### src/rtl/uart_tx_arbiter.sv
// Round-robin arbiter sharing one UART transmitter among NUM_REQ byte requesters.
// Optional watchdog on a stuck transfer: define UART_ARB_TIMEOUT_EN.
module uart_tx_arbiter #(
  parameter int NUM_REQ        = 4,
  parameter int GAP_CYCLES     = 2,
  parameter int TIMEOUT_CYCLES = 65535
) (
  input  logic                 clk,
  input  logic                 rst,
  input  logic [NUM_REQ-1:0]   req,
  input  logic [NUM_REQ*8-1:0] req_data,
  output logic [NUM_REQ-1:0]   ack,
  input  logic [15:0]          cfg_divisor,
  output logic                 busy,
  output logic [15:0]          uart_divisor,
  output logic                 uart_tx_en,
  output logic [7:0]           uart_tx_data,
  input  logic                 uart_tx_flag,
  output logic                 err
);
  localparam int IDX_W = (NUM_REQ > 1) ? $clog2(NUM_REQ) : 1;

  typedef enum logic [1:0] {IDLE, LOAD, SEND, GAP} state_t;

  state_t           state_q, state_d;
  logic [IDX_W-1:0] ptr_q, idx_q, gnt_idx, cand;
  logic             gnt_vld, tmo;
  logic [7:0]       gnt_data;
  logic [3:0]       gap_q;

  assign busy = (state_q != IDLE);

  // Descending scan so the lowest offset after ptr wins (last write wins).
  always_comb begin
    gnt_vld  = 1'b0;
    gnt_idx  = '0;
    cand     = '0;
    gnt_data = 8'h00;
    for (int k = NUM_REQ; k >= 1; k--) begin
      cand = IDX_W'((int'(ptr_q) + k) % NUM_REQ);
      if (req[cand]) begin
        gnt_vld = 1'b1;
        gnt_idx = cand;
      end
    end
    for (int i = 0; i < NUM_REQ; i++)
      if (gnt_idx == IDX_W'(i)) gnt_data = req_data[8*i +: 8];
  end

  always_comb begin
    state_d = state_q;
    case (state_q)
      IDLE:    if (gnt_vld) state_d = LOAD;
      LOAD:    state_d = SEND;
      SEND:    if (uart_tx_flag || tmo) state_d = GAP;
      GAP:     if (gap_q == 4'(GAP_CYCLES - 1)) state_d = IDLE;
      default: state_d = IDLE;
    endcase
  end

  always_ff @(posedge clk) begin
    if (rst) begin
      state_q      <= IDLE;
      ptr_q        <= IDX_W'(NUM_REQ - 1);
      idx_q        <= '0;
      gap_q        <= '0;
      ack          <= '0;
      uart_tx_en   <= 1'b0;
      uart_tx_data <= 8'h00;
      uart_divisor <= 16'd3;
    end else begin
      state_q <= state_d;
      ack     <= '0;
      case (state_q)
        IDLE: begin
          // Divisor only tracks cfg between transfers so a byte never changes baud.
          uart_divisor <= cfg_divisor;
          if (gnt_vld) begin
            idx_q        <= gnt_idx;
            ptr_q        <= gnt_idx;
            uart_tx_data <= gnt_data;
          end
        end
        LOAD: uart_tx_en <= 1'b1;
        SEND: begin
          if (uart_tx_flag) begin
            uart_tx_en <= 1'b0;
            ack        <= NUM_REQ'(1) << idx_q;
            gap_q      <= '0;
          end else if (tmo) begin
            uart_tx_en <= 1'b0;
            gap_q      <= '0;
          end
        end
        GAP:     gap_q <= gap_q + 4'd1;
        default: ;
      endcase
    end
  end

`ifdef UART_ARB_TIMEOUT_EN
  logic [15:0] wdog_q;

  assign tmo = (state_q == SEND) && !uart_tx_flag &&
               (wdog_q == 16'(TIMEOUT_CYCLES - 1));

  // Cleared in LOAD so the count starts at zero on the first SEND cycle.
  always_ff @(posedge clk) begin
    if (rst) begin
      wdog_q <= '0;
      err    <= 1'b0;
    end else begin
      err <= tmo;
      if (state_q == LOAD)      wdog_q <= '0;
      else if (state_q == SEND) wdog_q <= wdog_q + 16'd1;
    end
  end
`else
  assign tmo = 1'b0;
  assign err = 1'b0;
`endif

endmodule

### config.mk
export PLATFORM = sky130hd
export DESIGN_NAME = uart_tx_arbiter
export DESIGN_NICKNAME = d
export VERILOG_FILES = /design/src/rtl/uart_tx_arbiter.sv
export SDC_FILE = /design/constraint.sdc
export NUM_CORES = 1
export LEC_CHECK = 0
export ABC_AREA = 1
export ABC_CLOCK_PERIOD_IN_PS = 1600
export CAP_MARGIN = 20
export CORE_ASPECT_RATIO = 0.8
export CORE_UTILIZATION = 56
export DETAILED_ROUTE_END_ITERATION = 12
export DONT_BUFFER_PORTS = 1
export PLACE_DENSITY = 0.73
export SLEW_MARGIN = 5
export SYNTH_ARGS = -nofsm -noshare
export SYNTH_HDL_FRONTEND = slang
export SYNTH_SLANG_ARGS = --single-unit
### constraint.sdc
create_clock -name clk -period 1.6 [get_ports clk]
set_input_delay 0.48 -clock clk [delete_from_list [all_inputs] [get_ports clk]]
set_output_delay 0.48 -clock clk [all_outputs]
set_load 0.01 [all_outputs]
== After elaboration in Yosys (flattened, before gate mapping) ==
Index checks and enable logic that the tools add are counted.
Widths: inputs -> output; s select.

* Register bits: 39
* Bits of input ports: 55
* Output and inout bits: 31
* Logic and storage cells: 68

* $add $sub $neg: 5
* Magnitude comparators: 4
* Eq/ne operators: 10
* Shift-type cells: 1
* Multiplexer cells: 28
* Bitwise logic cells: 2
* Reductions and logical operators: 10

{| class="wikitable"
|+ Operator list
! operator !! count
|-
| $mux 8 || 4
|-
| $mux 2 || 7
|-
| $lt 2x3->1 const B || 4
|-
| $mux 1 || 9
|-
| $bmux 1 s2 || 4
|-
| $eq 2x2->1 const B || 4
|-
| $pmux 2 s4 || 1
|-
| $pmux 4 s2 || 1
|-
| $ne 2x2->1 const B || 3
|-
| $reduce_and 2->1 || 3
|-
| $reduce_bool 2->1 || 3
|-
| $add 2x1->2 const B || 2
|-
| $add 2x2->2 const B || 2
|-
| $add 4x1->4 const B || 1
|-
| $eq 2x1->1 const B || 2
|-
| $eq 4x1->1 const B || 1
|-
| $logic_not 2->1 || 2
|-
| $mux 4 || 1
|-
| $shl 1x2->4 const A || 1
|-
| $reduce_and 3->1 || 1
|-
| $reduce_or 3->1 || 1
|-
| $not 1->1 || 2
|-
| $pmux 1 s2 || 1
|}

== Depth between registers and ports, before layout ==
Gate-level depths: netlist (run 1).

* Depth after elaboration: 12
* Mapped depth: 15
* Mapped depth without buffers: 15

== Worst setup path after synthesis (run 1) ==
OpenSTA, ideal clock, no wires.

* Path type: reg-to-output
* Start: reg state_q[0]
* End: out busy
* Arrival time: 1.184 ns
* Data required time: 1.120 ns
* Path slack: -0.064 ns
* Stages on the path, launching flop included: 6
* Path buffers: 2
* Path through: dfxtp_1 > inv_1 > ha_1 > buf_2 > clkinv_1 > clkbuf_1

* Cells in the longest elaborated chain, start to end: 1

{| class="wikitable"
|+ RTL lines
! element !! RTL line !! RTL
|-
| from (decl) || 25 || <nowiki>state_t state_q, state_d;</nowiki>
|-
| from (signal assigned) || 72 || <nowiki>state_q <= state_d;</nowiki>
|-
| $reduce_bool 2->1 || 31 || <nowiki>assign busy = (state_q != IDLE);</nowiki>
|-
| to (decl) || 14 || <nowiki>output logic busy,</nowiki>
|}

No other way between the ends.

== Final worst setup path (run 1) ==
* Start: reg ptr_q[0]
* End: reg uart_tx_data[5]

* Cells in the longest elaborated chain, start to end: 12

{| class="wikitable"
|+ RTL lines
! element !! RTL line !! RTL
|-
| from (decl) || 26 || <nowiki>logic [IDX_W-1:0] ptr_q, idx_q, gnt_idx, cand;</nowiki>
|-
| from (signal assigned) || 64 || <nowiki>ptr_q <= IDX_W'(NUM_REQ - 1);</nowiki>
|-
| from (signal assigned) || 80 || <nowiki>ptr_q <= gnt_idx;</nowiki>
|-
| $add 2x1->2 || 40 || <nowiki>cand = IDX_W'((int'(ptr_q) + k) % NUM_REQ);</nowiki>
|-
| $bmux 1 s2 || 41 || <nowiki>if (req[cand]) begin</nowiki>
|-
| $mux 1 (not written as such) || 41 ||
|-
| $mux 2 (4 in a row) || 41 ||
|-
| $logic_not 2->1 || 47 || <nowiki>if (gnt_idx == IDX_W'(i)) gnt_data = req_data[8*i +: 8];</nowiki>
|-
| $mux 8 (4 in a row) || 47 ||
|-
| to (signal assigned) || 81 || <nowiki>uart_tx_data <= gnt_data;</nowiki>
|-
| to (decl) || 17 || <nowiki>output logic [7:0] uart_tx_data,</nowiki>
|}

Several ways; a longest one is shown, not always the timed one. The select of a mux whose other input is x is not followed.
A chain may end at the register's enable or synchronous reset.

==> parameters.txt, run 1 <==
Parameter                              Value

Status
  Run status    complete, but fails checks
  Violations in the final reports    setup timing

Floorplanning
  Horizontal die dimension    slightly above 70 um
  Placeable core region    3570 sq um
  Die Area    ~4100 sq um
  Die extent in y    ~58 um
  IO Count    between 80 and 90
  Starting density of the core    about three fifths
  Number of cell rows    19

Timing
  Final WS setup    -0.145 ns
  Worst hold-check slack    0.239 ns
  Maximum clock frequency    about 570 MHz
  Time the final worst path needs with I/O delays and setup    about 1.7 ns
  Final slew viol count    0
  Setup repair after global routing missed its margin    true
  Ratio of final minimum period to clock period    109%
  Final setup vio count    8
  Total count of hold-check failures in the final report    0
  Worst Skew    around 0.0044 ns

Setup path
  Top fanout value on the critical path    5
  Highest cell delay on the worst timing path    0.37 ns
  Critical path launch point type    flip-flop
  Worst Setup End Kind    flip-flop
  Master of the slowest instance on the critical path    dfxtp_4
  Cell mode on critical path    nand2_4
  Arrival time at the worst endpoint    between 1.5 and 2 ns
  Category of the most critical setup path    flip-flop to flip-flop
  Required time of the worst setup path    1.84 ns
  Cell-by-cell listing of the critical path    buf_6 > o21ai_4 > nand2_4 > nand2_2 > nand2_4 > nand2_4 > nand2_4 > buf_4 > nand2_4 > nand3_1 > nand2_1 > nand2_1 > nand2_1 > nand2_1 > a21oi_2

CTS
  TritonCTS clock tree    yes
  H-Tree Level Count    2
  Root cell of the clock tree    clkbuf_8
  Number of clock sinks    39
  Clock buffer count from CTS    5
  Clock latency on the worst-skew pair    around 0.29 ns
  Post-cts hold buffer count    0
  Clk pin slew, worst setup/hold paths    approximately 0.070 ns
  Clock buffer depth    2

Finish
  Synth-to-layout area growth    20.5%
  Utilization after layout    between 70% and 80%
  Diode count    0
  Total Nets Final    383
  Fill cells    284
  Fin cells    around 370
  Layout cells sized above 1    between 30% and 40%

Logic synthesis
  Post-synthesis cell type with the largest combined area    dfxtp_1
  Mean instance size in the synthesized netlist    roughly 7.2 sq um
  Sequential share of the synthesized area    a little over a third
  Fraction of synthesized cell area taken by the top area cell type    a little over a third
  Total nets after synthesis    about 360
  Biggest area contributors in the synthesized netlist    dfxtp_1 (36%), nand2_1 (14%), nor2_1 (7.5%)
  Netlist Area Pre-Place    between 2000 and 2500 sq um
  Yosys synthesis warning count    0
  Seq cells post-synth    39
  Yosys cell types    31
  Instance count of the mapped netlist    a little over 300

Placed design
  Setup Slack @ Placement    -0.146 ns
  Post-detailed-placement half-perimeter wirelength    about 3.4 mm
  GPL Wtd Cong    approximately 0.79
  Total instance count after detailed placement    350
  Count of buffers inserted at the top-level ports    0

Detailed routing
  Number of vias after detailed routing    1,952
  Pre-Repair DR Iteration Count    4
  DR DRC count    0
  Routed via count divided by cell count    5.35
  WL per Instance    approximately 13 um
  Total detailed-routing wirelength    just under 5 mm
  Antenna Violating Nets Remaining    0
  Initial DRC count    85

Worst hold path
  Class of the worst hold path    primary input to flip-flop

GRT
  Wire length of the first global-routing pass    7.80 mm
  Largest net degree at the start of global routing    19
  Total routing usage reported by global routing    between 20% and 30%
  Antenna violations before repair    0
  Vias in the first global route    ~1,800
  Overflow after GRT    0

Run
  Maximum Capacitance Violations    0

Power
  Static power due to leakage    about 1.2 nW
  Overall power consumption    approximately 6.4 mW
  PwrDens    between 2000 and 2500 nW/um^2
  Largest vdd supply drop    between 0.0015 and 0.002 V
-- path summary, 6_finish.rpt --
check	from	to	slack [ns]	cells after the start
worst max-delay path	ptr_q[0]$_SDFFE_PP1P_	uart_tx_data[5]$_SDFFE_PP0P_	-0.14	15
worst max register to register	ptr_q[0]$_SDFFE_PP1P_	uart_tx_data[5]$_SDFFE_PP0P_	-0.14	15
worst min register to register	idx_q[1]$_SDFFE_PP0P_	idx_q[1]$_SDFFE_PP0P_	0.47	2
worst min-delay path	rst	uart_tx_data[5]$_SDFFE_PP0P_	0.24	1
-- state kept, by name (all words and copies together) (netlist names) --
register,cells
ack,4
gap_q,4
idx_q,2
ptr_q,2
state_q,2
uart_divisor,16
uart_tx_data,8
uart_tx_en,1
-- report_power, final --
part / switching (mW) / internal (mW)
combinational: 2.36 / 1.44
clock: 0.333 / 0.623
sequential: 0.336 / 1.30
-- synthesized netlist by cell type --
master    number
buf_6          1
a21oi_4        1
nand2_4       10
nand3_1       13
clkbuf_1       5
nor2_1        43
a211oi_1       1
o21ai_2        2
ha_1           6
inv_1         23
nor2_8         2
clkinv_1       1
conb_1         1
buf_2          1
inv_2          5
buf_4          2
nand2_2        9
nand3b_1       1
nand2_1       79
o21ai_1        6
dfxtp_1       39
nand4_1        1
a21oi_1        9
nand3_2        3
o211ai_1       2
nand2_8        2
inv_6          1
nor3_1         6
a21oi_2        6
nor2_2         1
o21ai_0       20
-- cell type report --
cell class                 count  area [sq um]  share of cell area [%]
sequential                    39           788                    30.2
multi-input combinational    226          1340                    51.3
tap                           42          52.6                    2.02
timing repair buffer          20           174                    6.67
inverter                      30           123                    4.70
clock buffer                   6          72.6                    2.78
clock inverter                 2          60.1                    2.30
-- timing repair --
action	in CTS	in global routing
buffers inserted	1	4
resized for setup	14	23
cloned	1	1
endpoints found under the hold margin	0	0
pin swaps	4	18
endpoints found under the setup margin	13	15
-- layout by cell type, fill, tap and decap left out, types with 4 or more instances in the layout --
master / n
a21oi_1: 9
a21oi_2: 6
buf_4: 16
clkbuf_8: 5
dfxtp_1: 35
ha_1: 5
inv_1: 19
inv_2: 9
nand2_1: 68
nand2_2: 17
nand2_4: 13
nand2_8: 4
nand3_1: 12
nor2_1: 41
nor3_1: 6
o21ai_0: 20
o21ai_1: 4
-- metrics by stage --
step                instance area, sq um  TNS [ns]
floorplan                           2170         0
global placement                    2300    -0.639
detailed placement                  2300     -1.12
CTS                                 2480    -0.386
global route                        2610     -2.15
finish                              2610    -0.850
-- routing by layer --
layer | share of wire, % | GRT usage [%] | vias to the layer above
met5 | 0 | 0 | -
met4 | 0.60 | 5.04 | 0
met3 | 6.1 | 7.95 | 3
met2 | 45 | 37.4 | 57
met1 | 48 | 33.2 | 893
li1 | - | - | 999
-- cells by family (layout without fill, tap and decap cells) --
kind of cell,count (synthesis),count (layout),synth area share (%)
and+or+nand+nor,170,172,39.4
AOI/OAI and AO/OA,47,47,13.1
DFF,39,39,36.1
buffers and inverters,39,58,7.75
adders and majority gates,6,6,3.47
other,1,1,0.173
-- worst max-delay path: cells and delay by family (launching register included) --
kind | cells | cell delay, ns
AO/OA/AOI/OAI | 2 | 0.28
AND/OR/NAND/NOR | 11 | 0.76
buffers and inverters | 2 | 0.28
flip-flops | 1 | 0.37
Note: power is estimated with default switching activity, not from simulation.
==> run 2, diff against run 1 <==
TNS_END_PERCENT = 50   (was unset)
==> run 2 against run 1 <==
The run still ends with setup timing left. Clock power down 0.4%. Critical path depth unchanged. Global-route usage unchanged. Combinational power about the same. Utilization down 0.14 points. Critical path type unchanged.
==> parameters.txt, run 2 (same netlist as run 1, synthesis figures left out) <==
Parameter                              Value

Floorplanning
  Number of cell rows    19
  Die extent in y    roughly 58 um
  Horizontal die dimension    about 71 um
  Starting density of the core    60.7%
  IO Count    86
  Die Area    around 4100 sq um
  Placeable core region    roughly 3600 sq um

GRT
  Antenna violations before repair    0
  Overflow after GRT    0
  Vias in the first global route    between 1,500 and 2,000
  Wire length of the first global-routing pass    approximately 7.8 mm
  Total routing usage reported by global routing    between 20% and 30%
  Largest net degree at the start of global routing    19

Power
  Largest vdd supply drop    ~0.0017 V
  Static power due to leakage    1.19 nW
  PwrDens    about 2400 nW/um^2

Finish
  Most flops, register    uart_divisor
  Most common cell after layout, fill and taps aside    nand2_1
  Fin cells    ~360
  Commonest cells after routing, fill and taps aside    nand2_1 (68), nor2_1 (41), dfxtp_1 (35), o21ai_0 (20), inv_1 (19)
  Synth-to-layout area growth    20.3%
  Layout cells sized above 1    between 20% and 30%
  Max reg flops    16
  Diode count    0
  Total Nets Final    ~380
  Fill cells    283
  Largest registers    uart_divisor x16, uart_tx_data x8

Placed design
  Total instance count after detailed placement    350
  Count of buffers inserted at the top-level ports    0
  GPL Wtd Cong    0.787
  Post-detailed-placement half-perimeter wirelength    3.43 mm

Detailed routing
  Antenna Violating Nets Remaining    0
  DR DRC count    0
  WL met2    roughly 2.2 mm
  Initial DRC count    between 70 and 80
  Number of vias after detailed routing    between 1,500 and 2,000
  WL met1    about 2.3 mm
  Total detailed-routing wirelength    4.82 mm
  WL per Instance    ~13 um
  Pre-Repair DR Iteration Count    4
  Wire length on met3    between 200 and 300 um
  Topmost layer with routed signal wires    met4
  Routed via count divided by cell count    ~5.4

Worst hold path
  Class of the worst hold path    primary input to flip-flop
  Beginning of the worst hold path    rst
  Hold Crit Endpoint    uart_tx_data[5]$_SDFFE_PP0P_
  Number of cells on the worst hold path    1

Setup path
  Category of the most critical setup path    flip-flop to flip-flop
  R2R Setup Slk    -0.14 ns
  Worst Setup End Kind    flip-flop
  Required time of the worst setup path    around 1.8 ns
  Worst r2r src    ptr_q[0]$_SDFFE_PP1P_
  Worst flop-to-flop path endpoint    uart_tx_data[2]$_SDFFE_PP0P_
  Top fanout value on the critical path    5
  Arrival time at the worst endpoint    1.97 ns
  Reg2reg path depth    15
  Critical path launch point type    flip-flop

CTS
  H-Tree Level Count    2
  Clock buffer count from CTS    5
  Clk pin slew, worst setup/hold paths    0.07 ns
  Number of clock sinks    39
  Root cell of the clock tree    clkbuf_8
  TritonCTS clock tree    yes
  Clock buffer depth    2
  Clock latency on the worst-skew pair    between 0.2 and 0.3 ns

Timing
  Total count of hold-check failures in the final report    0
  Final slew viol count    0
  Final setup vio count    8
  Final WS setup    -0.140 ns
  Setup tns final    -0.864 ns
  Worst Skew    roughly 0.0042 ns
  Maximum clock frequency    about 570 MHz
  Time the final worst path needs with I/O delays and setup    approximately 1.7 ns
  Setup repair after global routing missed its margin    true
  Ratio of final minimum period to clock period    109%

Status
  Run status    complete, but fails checks
  Violations in the final reports    setup timing

Run
  Maximum Capacitance Violations    0
-- run 2: cell count changes in the layout (fill, tap and decap cells not counted), sizes merged --
cell	previous run	this run
buf	20	18
-- run 2: how the worst max path moves through the flow --
stage	start	to	depth (start not counted)
final	ptr_q[0]$_SDFFE_PP1P_	uart_tx_data[2]$_SDFFE_PP0P_	15
after global routing	ptr_q[0]$_SDFFE_PP1P_	uart_tx_data[3]$_SDFFE_PP0P_	15
after CTS	ptr_q[0]$_SDFFE_PP1P_	uart_tx_data[2]$_SDFFE_PP0P_	15
after detailed placement	req[2]	uart_tx_data[2]$_SDFFE_PP0P_	14
after global placement	req[2]	uart_tx_data[2]$_SDFFE_PP0P_	14
after floorplan	req[2]	uart_tx_data[1]$_SDFFE_PP0P_	14
-- run 2: repair_timing --
item                                   CTS  global route
resized for setup                       14            24
endpoints found under the hold margin    0             0
hold buffers                             0             0
pin swaps                                4            18
buffers inserted                         1             2
setup endpoints to repair               13            15
cloned                                   1             1
-- run 2: critical path, stage by stage, from the launching register on --
cell	delay [ns]
dfxtp_4	0.37
buf_6	0.14
o21ai_4	0.18
nand2_4	0.07
nand2_2	0.07
nand2_4	0.08
nand2_4	0.09
nand2_4	0.07
buf_4	0.14
nand2_4	0.08
nand3_1	0.07
nand2_1	0.06
nand2_1	0.04
nand2_1	0.06
nand2_1	0.06
a21oi_2	0.10
-- run 2: per-layer routing --
layer,vias to the layer above,GRT usage (%)
li1,999,-
met1,898,33.0
met2,58,37.4
met3,3,8.13
met4,0,5.04
met5,-,0
-- run 2: stage by stage --
step	setup slack (ns)	total power, mW	area, sq um	utilization [%]	hold WS (ns)
finish	-0.140	6.37	2600	73.0	0.241
global route	-0.250	6.88	2600	73.0	0.215
CTS	-0.0661	6.04	2480	69.5	0.226
detailed placement	-0.146	4.92	2300	64.5	0.456
global placement	-0.0933	4.85	2300	64.5	0.457
floorplan	0.00436	4.21	2170	-	0.426
-- run 2: layout make-up --
type | count | area, sq um | share of cell area (%)
clock inverter | 2 | 60.1 | 2.31
sequential | 39 | 788 | 30.3
multi-input combinational | 226 | 1350 | 51.8
inverter | 30 | 123 | 4.71
tap | 42 | 52.6 | 2.02
clock buffer | 6 | 72.6 | 2.79
timing repair buffer | 18 | 159 | 6.11
-- run 2: power breakdown --
part           leakage (nW)  total [mW]  switching [mW]  internal, mW
Clock                0.0654       0.952           0.329         0.623
Combinational         0.802        3.78            2.36          1.43
Sequential            0.322        1.64           0.338          1.30
Total                  1.19        6.37            3.02          3.35
==> run 3, diff against run 2 <==
CORE_UTILIZATION = 36   (was 56)
PLACE_DENSITY = 0.51   (was 0.73)
==> run 3 against run 2 <==
The run still ends with setup timing left. Global-route usage down 7.2 points. Non-clock buffer count down 1. First-iteration DRC count down 7.6%. Register-to-register slack better by 0.03 ns. Clock skew up 0.00085 ns. Critical path type unchanged. Highest routed layer unchanged.
==> parameters.txt, run 3 (same netlist as run 1, synthesis figures left out) <==
Parameter                              Value

Status
  Run status    complete, but fails checks
  Violations in the final reports    setup timing

Detailed routing
  DR DRC count    0
  WL met2    roughly 2.2 mm
  Topmost layer with routed signal wires    met4
  Total detailed-routing wirelength    5.14 mm
  Antenna Violating Nets Remaining    0
  Wire length on met3    between 400 and 500 um
  WL met1    2.49 mm
  WL per Instance    between 10 and 15 um
  Initial DRC count    73
  Pre-Repair DR Iteration Count    5
  Routed via count divided by cell count    just under 5
  Number of vias after detailed routing    1,903

Floorplanning
  Placeable core region    ~5600 sq um
  Die extent in y    71.3 um
  Horizontal die dimension    approximately 89 um
  Number of cell rows    24
  Starting density of the core    between 30% and 40%
  IO Count    86
  Die Area    6330 sq um

Power
  Static power due to leakage    1.15 nW
  Overall power consumption    5.99 mW
  PwrDens    roughly 2300 nW/um^2
  Largest vdd supply drop    roughly 0.00085 V

Setup path
  Family with the most delay on the worst path    simple AND/OR/NAND/NOR gates
  Reg2reg path depth    15
  Cell-by-cell listing of the critical path    buf_8 > nand2_4 > nand2_4 > nand2_2 > nand2_2 > nand2_4 > nand2_4 > nand2_4 > nand2_8 > nor2_8 > nand2_1 > nand2_1 > nand2_1 > nand2_1 > a21oi_2
  Highest cell delay on the worst timing path    between 0.3 and 0.4 ns
  Crit path buffers/inverters    1
  Arrival time at the worst endpoint    around 1.9 ns
  Master of the slowest instance on the critical path    dfxtp_4
  Required time of the worst setup path    1.78 ns
  Worst flop-to-flop path endpoint    uart_tx_data[2]$_SDFFE_PP0P_
  Cell mode on critical path    nand2_4
  Worst r2r src    ptr_q[0]$_SDFFE_PP1P_
  R2R Setup Slk    -0.11 ns
  Category of the most critical setup path    flip-flop to flip-flop
  Worst Setup End Kind    flip-flop
  Critical path launch point type    flip-flop
  Top fanout value on the critical path    9

Placed design
  Total instance count after detailed placement    385
  Cell Area, Placed    between 2000 and 2500 sq um
  Post-detailed-placement half-perimeter wirelength    3.78 mm
  GPL Wtd Cong    between 0.7 and 0.8
  Count of buffers inserted at the top-level ports    0

GRT
  Total routing usage reported by global routing    between 15 and 20%
  Antenna violations before repair    0
  Vias in the first global route    about 1,800
  Overflow after GRT    0
  Wire length of the first global-routing pass    about 8.3 mm
  Largest net degree at the start of global routing    19

Worst hold path
  Number of cells on the worst hold path    1
  Class of the worst hold path    primary input to flip-flop
  Beginning of the worst hold path    rst
  Hold Crit Endpoint    uart_tx_data[4]$_SDFFE_PP0P_

Finish
  Layout cells sized above 1    28.6%
  Commonest cells after routing, fill and taps aside    nand2_1 (70), nor2_1 (41), dfxtp_1 (35), o21ai_0 (20), inv_1 (19)
  Diode count    0
  Fill cells    601
  Synth-to-layout area growth    18.6%
  Max reg flops    16
  Most flops, register    uart_divisor
  Area of all placed cells without fillers    around 2600 sq um
  Utilization after layout    ~46%
  Total Nets Final    about 380
  Most common cell after layout, fill and taps aside    nand2_1
  Largest registers    uart_divisor x16, uart_tx_data x8
  Fin cells    between 300 and 400

Timing
  Final setup vio count    8
  Final WS setup    -0.114 ns
  Setup repair after global routing missed its margin    true
  Ratio of final minimum period to clock period    107%
  Maximum clock frequency    583 MHz
  Worst Skew    0.00509 ns
  Time the final worst path needs with I/O delays and setup    1.71 ns
  Total count of hold-check failures in the final report    0
  Final slew viol count    0
  Setup tns final    -0.751 ns

CTS
  Clock latency on the worst-skew pair    about 0.28 ns
  Clock buffer count from CTS    5
  H-Tree Level Count    2
  Root cell of the clock tree    clkbuf_8
  Number of clock sinks    39
  Clock buffer depth    2
  TritonCTS clock tree    yes
  Clk pin slew, worst setup/hold paths    roughly 0.07 ns

Run
  Maximum Capacitance Violations    0
-- run 3: power by group --
group / total, mW / switching [mW] / leakage (nW) / internal (mW)
clock network: 0.658 / 0.320 / 0.0470 / 0.338
registers: 1.65 / 0.352 / 0.322 / 1.30
logic: 3.68 / 2.27 / 0.781 / 1.41
total: 5.99 / 2.95 / 1.15 / 3.05
-- run 3: worst max path at each step --
stage | end | from | cells after the start
after floorplan | uart_tx_data[1]$_SDFFE_PP0P_ | req[2] | 14
after global placement | uart_tx_data[1]$_SDFFE_PP0P_ | ptr_q[0]$_SDFFE_PP1P_ | 13
after detailed placement | uart_tx_data[5]$_SDFFE_PP0P_ | ptr_q[0]$_SDFFE_PP1P_ | 14
after CTS | busy | state_q[0]$_SDFFE_PP0P_ | 4
after global routing | uart_tx_data[2]$_SDFFE_PP0P_ | ptr_q[0]$_SDFFE_PP1P_ | 15
final | uart_tx_data[2]$_SDFFE_PP0P_ | ptr_q[0]$_SDFFE_PP1P_ | 15
-- run 3: layout make-up --
type | instances | area, sq um | area share, %
inverters | 30 | 128 | 4.98
flip-flops and latches | 39 | 788 | 30.7
clock buffers | 6 | 82.6 | 3.22
clock inverters | 1 | 5.00 | 0.195
well taps | 78 | 97.6 | 3.80
repair buffers | 17 | 151 | 5.90
multi-input cells | 225 | 1310 | 51.2
-- run 3: worst reg2reg max path: stages, from the launching register on --
cell	delay, ns
dfxtp_4	0.38
buf_8	0.14
nand2_4	0.07
nand2_4	0.08
nand2_2	0.10
nand2_2	0.06
nand2_4	0.09
nand2_4	0.06
nand2_4	0.08
nand2_8	0.09
nor2_8	0.17
nand2_1	0.07
nand2_1	0.06
nand2_1	0.05
nand2_1	0.07
a21oi_2	0.05
-- run 3: through the flow --
stage | worst slack, ns | hold slack, ns
floorplan | 0.00436 | 0.426
global placement | -0.173 | 0.460
detailed placement | -0.189 | 0.468
CTS | -0.0908 | 0.238
global route | -0.237 | 0.232
finish | -0.114 | 0.252
-- run 3: repair_timing --
item,4_1_cts,5_1_grt
hold buffers,0,0
resized for setup,10,28
setup endpoints to repair,15,15
hold endpoints to repair,0,0
buffers inserted,2,1
pin swaps,5,6
gates cloned,1,0
-- run 3: layer usage --
metal | vias up | GRT usage (%)
li1 | 990 | -
met2 | 63 | 23.4
met5 | - | 0
met1 | 845 | 25.4
met3 | 5 | 5.30
met4 | 0 | 4.30
